## src/rtl/cap1188_pkg.sv

```systemverilog
// Shared constants and FSM encoding for the CAP1188 I2C target emulation.
`timescale 1ns/1ps
package cap1188_pkg;

  localparam logic [6:0] DEFAULT_DEV_ADDR   = 7'h28;
  localparam logic [7:0] DEFAULT_PRODUCT_ID = 8'h50;
  localparam logic [7:0] DEFAULT_MFG_ID     = 8'h5D;
  localparam logic [7:0] DEFAULT_REVISION   = 8'h83;

  localparam logic [7:0] REG_MAIN_CTRL    = 8'h00;
  localparam logic [7:0] REG_INPUT_STATUS = 8'h03;
  localparam logic [7:0] REG_PRODUCT_ID   = 8'hFD;
  localparam logic [7:0] REG_MFG_ID       = 8'hFE;
  localparam logic [7:0] REG_REVISION     = 8'hFF;

  localparam int unsigned NUM_RW_REGS = 16;

  typedef enum logic [2:0] {
    ST_IDLE,
    ST_ADDR,
    ST_ADDR_ACK,
    ST_WR_BYTE,
    ST_WR_ACK,
    ST_RD_BYTE,
    ST_RD_ACK,
    ST_IGNORE
  } i2c_state_t;

endpackage

```

## src/rtl/i2c_line_filter.sv

```systemverilog
// 2-FF synchronizer for one I2C line; optional 3-sample stable filter
// when I2C_TGT_GLITCH_FILTER_EN is defined.
`timescale 1ns/1ps
module i2c_line_filter (
  input  logic clk_50,
  input  logic reset_n,
  input  logic line_in,
  output logic line_out
);

  // Idle I2C bus is high, so everything resets to 1.
  logic [1:0] sync;

  always_ff @(posedge clk_50 or negedge reset_n) begin
    if (!reset_n) sync <= '1;
    else          sync <= {sync[0], line_in};
  end

`ifdef I2C_TGT_GLITCH_FILTER_EN
  logic [2:0] hist;
  logic       stable;

  always_ff @(posedge clk_50 or negedge reset_n) begin
    if (!reset_n) begin
      hist   <= '1;
      stable <= 1'b1;
    end else begin
      hist <= {hist[1:0], sync[1]};
      if (hist == 3'b000 || hist == 3'b111) stable <= hist[0];
    end
  end

  assign line_out = stable;
`else
  assign line_out = sync[1];
`endif

endmodule

```

## src/rtl/cap1188_i2c_target.sv

```systemverilog
// CAP1188 register-interface I2C target. Build option: I2C_TGT_GLITCH_FILTER_EN
// enables a 3-sample glitch filter on SCL/SDA inside i2c_line_filter.
`timescale 1ns/1ps
module cap1188_i2c_target
  import cap1188_pkg::*;
#(
  parameter logic [6:0] DEV_ADDR   = DEFAULT_DEV_ADDR,
  parameter logic [7:0] PRODUCT_ID = DEFAULT_PRODUCT_ID,
  parameter logic [7:0] MFG_ID     = DEFAULT_MFG_ID,
  parameter logic [7:0] REVISION   = DEFAULT_REVISION
) (
  input  logic       clk_50,
  input  logic       reset_n,
  input  logic       scl_in,
  input  logic       sda_in,
  output logic       sda_out,
  input  logic [7:0] touch_status,
  output logic       wr_strobe,
  output logic [7:0] wr_addr,
  output logic [7:0] wr_data,
  output logic [7:0] main_ctrl,
  output logic       busy
);

  logic scl_f, sda_f, scl_q, sda_q;

  i2c_line_filter u_scl_filter (.clk_50(clk_50), .reset_n(reset_n), .line_in(scl_in), .line_out(scl_f));
  i2c_line_filter u_sda_filter (.clk_50(clk_50), .reset_n(reset_n), .line_in(sda_in), .line_out(sda_f));

  always_ff @(posedge clk_50 or negedge reset_n) begin
    if (!reset_n) begin
      scl_q <= 1'b1;
      sda_q <= 1'b1;
    end else begin
      scl_q <= scl_f;
      sda_q <= sda_f;
    end
  end

  logic scl_rise, scl_fall, start_det, stop_det;
  assign scl_rise  = scl_f & ~scl_q;
  assign scl_fall  = ~scl_f & scl_q;
  assign start_det = scl_f & scl_q & sda_q & ~sda_f;
  assign stop_det  = scl_f & scl_q & ~sda_q & sda_f;

  i2c_state_t state;
  logic [3:0] bit_cnt;
  logic [7:0] shreg;
  logic [7:0] ptr;
  logic       rw;
  logic       first_byte;
  logic       ack_phase;
  logic [7:0] regs [NUM_RW_REGS];
  logic [7:0] rd_val;
  logic [7:0] byte_in;
  logic       wr_ok;

  assign byte_in   = {shreg[6:0], sda_f};
  assign wr_ok     = (ptr < 8'(NUM_RW_REGS)) && (ptr != REG_INPUT_STATUS);
  assign main_ctrl = regs[REG_MAIN_CTRL[3:0]];

  always_comb begin
    rd_val = '0;
    if (ptr < 8'(NUM_RW_REGS)) begin
      rd_val = (ptr == REG_INPUT_STATUS) ? touch_status : regs[ptr[3:0]];
    end else begin
      case (ptr)
        REG_PRODUCT_ID: rd_val = PRODUCT_ID;
        REG_MFG_ID:     rd_val = MFG_ID;
        REG_REVISION:   rd_val = REVISION;
        default:        rd_val = '0;
      endcase
    end
  end

  // ack_phase marks that the ACK bit is already on the bus, so the next
  // SCL fall is the 9th one and ends the acknowledge slot.
  always_ff @(posedge clk_50 or negedge reset_n) begin
    if (!reset_n) begin
      state      <= ST_IDLE;
      bit_cnt    <= '0;
      shreg      <= '0;
      ptr        <= '0;
      rw         <= 1'b0;
      first_byte <= 1'b0;
      ack_phase  <= 1'b0;
      sda_out    <= 1'b1;
      busy       <= 1'b0;
      wr_strobe  <= 1'b0;
      wr_addr    <= '0;
      wr_data    <= '0;
      for (int unsigned i = 0; i < NUM_RW_REGS; i++) regs[i] <= '0;
    end else begin
      wr_strobe <= 1'b0;
      if (stop_det) begin
        state     <= ST_IDLE;
        sda_out   <= 1'b1;
        busy      <= 1'b0;
        bit_cnt   <= '0;
        ack_phase <= 1'b0;
      end else if (start_det) begin
        state     <= ST_ADDR;
        sda_out   <= 1'b1;
        bit_cnt   <= '0;
        ack_phase <= 1'b0;
      end else begin
        case (state)
          ST_IDLE: ;
          ST_ADDR: begin
            if (scl_rise) begin
              shreg   <= byte_in;
              bit_cnt <= bit_cnt + 4'd1;
              if (bit_cnt == 4'd7) begin
                bit_cnt <= '0;
                rw      <= sda_f;
                if (shreg[6:0] == DEV_ADDR) begin
                  state      <= ST_ADDR_ACK;
                  busy       <= 1'b1;
                  first_byte <= 1'b1;
                end else begin
                  state <= ST_IGNORE;
                  busy  <= 1'b0;
                end
              end
            end
          end
          ST_ADDR_ACK, ST_WR_ACK: begin
            if (scl_fall) begin
              if (!ack_phase) begin
                ack_phase <= 1'b1;
                sda_out   <= 1'b0;
              end else begin
                ack_phase <= 1'b0;
                bit_cnt   <= '0;
                if (state == ST_ADDR_ACK && rw) begin
                  shreg   <= rd_val;
                  sda_out <= rd_val[7];
                  ptr     <= ptr + 8'd1;
                  state   <= ST_RD_BYTE;
                end else begin
                  sda_out <= 1'b1;
                  state   <= ST_WR_BYTE;
                end
              end
            end
          end
          ST_WR_BYTE: begin
            if (scl_rise) begin
              shreg   <= byte_in;
              bit_cnt <= bit_cnt + 4'd1;
              if (bit_cnt == 4'd7) begin
                bit_cnt <= '0;
                state   <= ST_WR_ACK;
                if (first_byte) begin
                  first_byte <= 1'b0;
                  ptr        <= byte_in;
                end else begin
                  if (wr_ok) regs[ptr[3:0]] <= byte_in;
                  wr_strobe <= 1'b1;
                  wr_addr   <= ptr;
                  wr_data   <= byte_in;
                  ptr       <= ptr + 8'd1;
                end
              end
            end
          end
          ST_RD_BYTE: begin
            if (scl_rise) begin
              bit_cnt <= bit_cnt + 4'd1;
            end else if (scl_fall) begin
              if (bit_cnt == 4'd8) begin
                sda_out <= 1'b1;
                bit_cnt <= '0;
                state   <= ST_RD_ACK;
              end else begin
                shreg   <= {shreg[6:0], 1'b0};
                sda_out <= shreg[6];
              end
            end
          end
          ST_RD_ACK: begin
            if (scl_rise) begin
              if (sda_f) begin
                state <= ST_IGNORE;
                busy  <= 1'b0;
              end else begin
                ack_phase <= 1'b1;
              end
            end else if (scl_fall && ack_phase) begin
              ack_phase <= 1'b0;
              shreg     <= rd_val;
              sda_out   <= rd_val[7];
              ptr       <= ptr + 8'd1;
              state     <= ST_RD_BYTE;
            end
          end
          ST_IGNORE: ;
          default: state <= ST_IDLE;
        endcase
      end
    end
  end

endmodule

```

## config.mk

```make
export PLATFORM = sky130hd
export DESIGN_NAME = cap1188_i2c_target
export DESIGN_NICKNAME = d
export VERILOG_FILES = /design/src/rtl/cap1188_pkg.sv /design/src/rtl/i2c_line_filter.sv /design/src/rtl/cap1188_i2c_target.sv
export SDC_FILE = /design/constraint.sdc
export NUM_CORES = 1
export LEC_CHECK = 0
export CAP_MARGIN = 40
export CORE_MARGIN = 3
export CORE_UTILIZATION = 50
export CTS_BUF_LIST = sky130_fd_sc_hd__clkbuf_16
export CTS_CLUSTER_SIZE = 28
export DETAILED_ROUTE_END_ITERATION = 6
export PLACE_DENSITY = 0.69
export SLEW_MARGIN = 5
export SYNTH_ARGS = -nofsm -noshare
export SYNTH_HDL_FRONTEND = slang
export SYNTH_HIERARCHICAL = 1
export SYNTH_SLANG_ARGS = --single-unit
export TNS_END_PERCENT = 50
```

## constraint.sdc

```tcl
create_clock -name clk_50 -period 4.1 [get_ports clk_50]
set_clock_uncertainty 0.2 [all_clocks]
set_input_delay 1.025 -clock clk_50 [delete_from_list [all_inputs] [get_ports clk_50]]
set_output_delay 1.025 -clock clk_50 [all_outputs]
set_load 0.01 [all_outputs]
```

==> metrics <==
post-layout minimum cycle time 3.06 ns; Yosys reg bits 178; antenna cells 0; Nets 749; leading cell type in the layout, fill and taps excluded dfrtp_1; Pwr Density 495 nW/um^2; initial antenna violation count 0; Detailed Route WL 21.9 mm; Routed Antenna Nets 0; Worst EP arrival between 3 and 4 ns; Fin. Hold Viols 0; routed len/inst 22.6 um; sequential fraction of the synthesis area 0.495; hold buffers post-CTS 0; Synth Flop Type dfrtp_1; max_slew headroom 0.363; CTS sink count between 150 and 200; maxcap violations 0; worst endpoint required time between 4 and 5 ns; Avg Cell Area, Syn 12.6 um^2; Synth Instances between 700 and 800; crit path cell chain ha_1, nand3b_1, a211oi_1, nand2_1, nor2_1, nand4_1, mux2_2; vias in the first global route 6113; Setup Buffers After CTS 0; total power 5.03 mW; layout cells sized above 1 0.332; synth warn 6; GRT Util Overall 0.231; status finished, final reports clean; CP bufs+invs 0; TritonRoute pass-1 iters 5; synthesized area 9020 um^2; Die Height 140 um; most frequent cells in the layout dfrtp_1, mux2_2, nand2_1, nor2_1, clkdlybuf4s50_1; Fmax achieved about 0.33 GHz; maximum vdd drop 0.289 mV; synth top area cells dfrtp_1, mux2_2, mux4_2; Initial Util 0.516; detailed router's first-iteration violation count 547; buffer levels on the longest clock path 2; Syn-to-layout area delta 12.6%; Syn Nets between 700 and 800; Worst setup EP type flip-flop; # H-tree levels 4; clk_lat worst skew approximately 0.44 ns; Worst path slowest cell dfstp_2; total CTS buffers 17; first-pass GRT wire length ~36 mm; number of enable flip-flop cells after synthesis 0; Core Footprint 17500 um^2; clock-pin transition on the worst setup and hold timing paths 0.07 ns; Pleak 4.67 nW; Routability Congestion 0.879; post-synth top area cell dfrtp_1; # setup viols final 0; DPL Wire Length 14.4 mm; I/O pin count 39; Distinct cells, synth 69; Gates resized, CTS repair 0; root buffer cell clkbuf_16; die area 19700 um^2; max-slew violation count 0; RSZ-0062 raised after global routing false; critical path's top delay family simple AND/OR/NAND/NOR gates; row count between 40 and 50; Die Wd ~140 um; post-synth top area share 0.474; Worst Hold Class reg2reg; # DRC 0; I/O Buffers 38; total gr overflow 0; crit-path max cell delay 0.56 ns; crit share post-route 0.747; DR vias/cell about 6.2; Worst Path Max Fanout 8; setup TNS 0 ns; CP Launch Type flip-flop; pin count of the biggest net entering global routing 90; TritonCTS clock tree done; worst-margin pin slew 0.956 ns; Vias 5960; FFs w/ async S/R, synth 1.00; Crit Path Class reg2reg
[metal layers]
metal  up-vias  share of wire  track usage
met1      3108           0.46        0.331
met5         -              0            0
met2       166           0.48        0.364
li1       2665              -            -
met3        21          0.050       0.0498
met4         0          0.010       0.0581
[per-stage QoR]
step | std cells | area, um^2 | setup slack, ns | hold slack [ns] | util
finish | 966 | 10200 | 1.04 | 0.157 | 0.581
global route | 966 | 10200 | 0.785 | 0.160 | 0.581
CTS | 965 | 10100 | 1.10 | 0.159 | 0.580
detailed placement | 933 | 9600 | 1.11 | 0.150 | 0.549
global placement | 932 | 9570 | 1.22 | 0.146 | 0.548
floorplan | 719 | 9020 | 1.21 | 0.145 | -
[synth_stat cells, drive strengths merged (3+ instances only)]
| library cell | n |
|---|---|
| a2111oi | 4 |
| a211oi | 4 |
| a21o | 3 |
| a21oi | 27 |
| a22oi | 5 |
| a31oi | 9 |
| and2 | 4 |
| buf | 24 |
| clkbuf | 45 |
| dfrtp | 171 |
| dfstp | 7 |
| ha | 9 |
| inv | 14 |
| mux2 | 142 |
| mux2i | 13 |
| mux4 | 32 |
| nand2 | 49 |
| nand2b | 4 |
| nand3 | 14 |
| nand4 | 4 |
| nand4b | 3 |
| nor2 | 39 |
| nor2b | 6 |
| nor3 | 6 |
| nor3b | 3 |
| nor4 | 3 |
| o211ai | 5 |
| o21ai | 18 |
| o221ai | 3 |
| o22a | 7 |
| o22ai | 4 |
| o31ai | 3 |
| o32a | 3 |
[final cells by class]
type                            instances  area [um^2]
Clock inverter                         15          113
Tap cell                              225          282
Clock buffer                           17          425
Multi-Input combinational cell        457         4220
Inverter                               15         56.3
Sequential cell                       178         4460
Fill cell                            1388         7310
Timing Repair Buffer                   59          604
[state kept, by name, summed over array words and instances, names as in the netlist]
signal,cells
main_ctrl,8
sda_out,1
u_scl_filter/sync,2
rw,1
ack_phase,1
shreg,7
first_byte,1
wr_data,8
ptr,8
bit_cnt,4
wr_strobe,1
regs,120
wr_addr,8
sda_q,1
u_sda_filter/sync,2
busy,1
scl_q,1
state,3
[worst paths after layout]
kind | start | to | slack (ns) | depth (start not counted)
max reg2reg | u_scl_filter/sync[1]$_DFF_PN1_ | regs[20]$_DFFE_PN0P_ | 1.04 | 7
max | u_scl_filter/sync[1]$_DFF_PN1_ | regs[20]$_DFFE_PN0P_ | 1.04 | 7
min reg2reg | u_sda_filter/sync[0]$_DFF_PN1_ | u_sda_filter/sync[1]$_DFF_PN1_ | 0.16 | 0
min | u_sda_filter/sync[0]$_DFF_PN1_ | u_sda_filter/sync[1]$_DFF_PN1_ | 0.16 | 0
min in group asynchronous | reset_n | ack_phase$_DFFE_PN0P_ | 0.42 | 1
max in group asynchronous | reset_n | regs[16]$_DFFE_PN0P_ | 2.37 | 2
[where the power goes]
| group | switching, mW | internal [mW] |
|---|---|---|
| Combinational | 0.813 | 0.564 |
| Clock | 0.717 | 0.778 |
| Sequential | 0.313 | 1.84 |
[worst register-to-register path, stage by stage (launching register included)]
cell      delay [ns]
dfstp_2         0.56
ha_1            0.17
nand3b_1        0.18
a211oi_1        0.55
nand2_1         0.18
nor2_1          0.21
nand4_1         0.45
mux2_2          0.44
[cells by family after synthesis]
logic type,count (synthesis),synth area share
muxes,187,0.278
DFF,178,0.495
and+or+nand+nor,145,0.0840
AOI/OAI and AO/OA,112,0.0864
buffers and inverters,84,0.0394
adders and majority gates,11,0.0147
xor gates and xnor gates,2,0.00277
No activity file was read; power rests on OpenSTA's default activity.
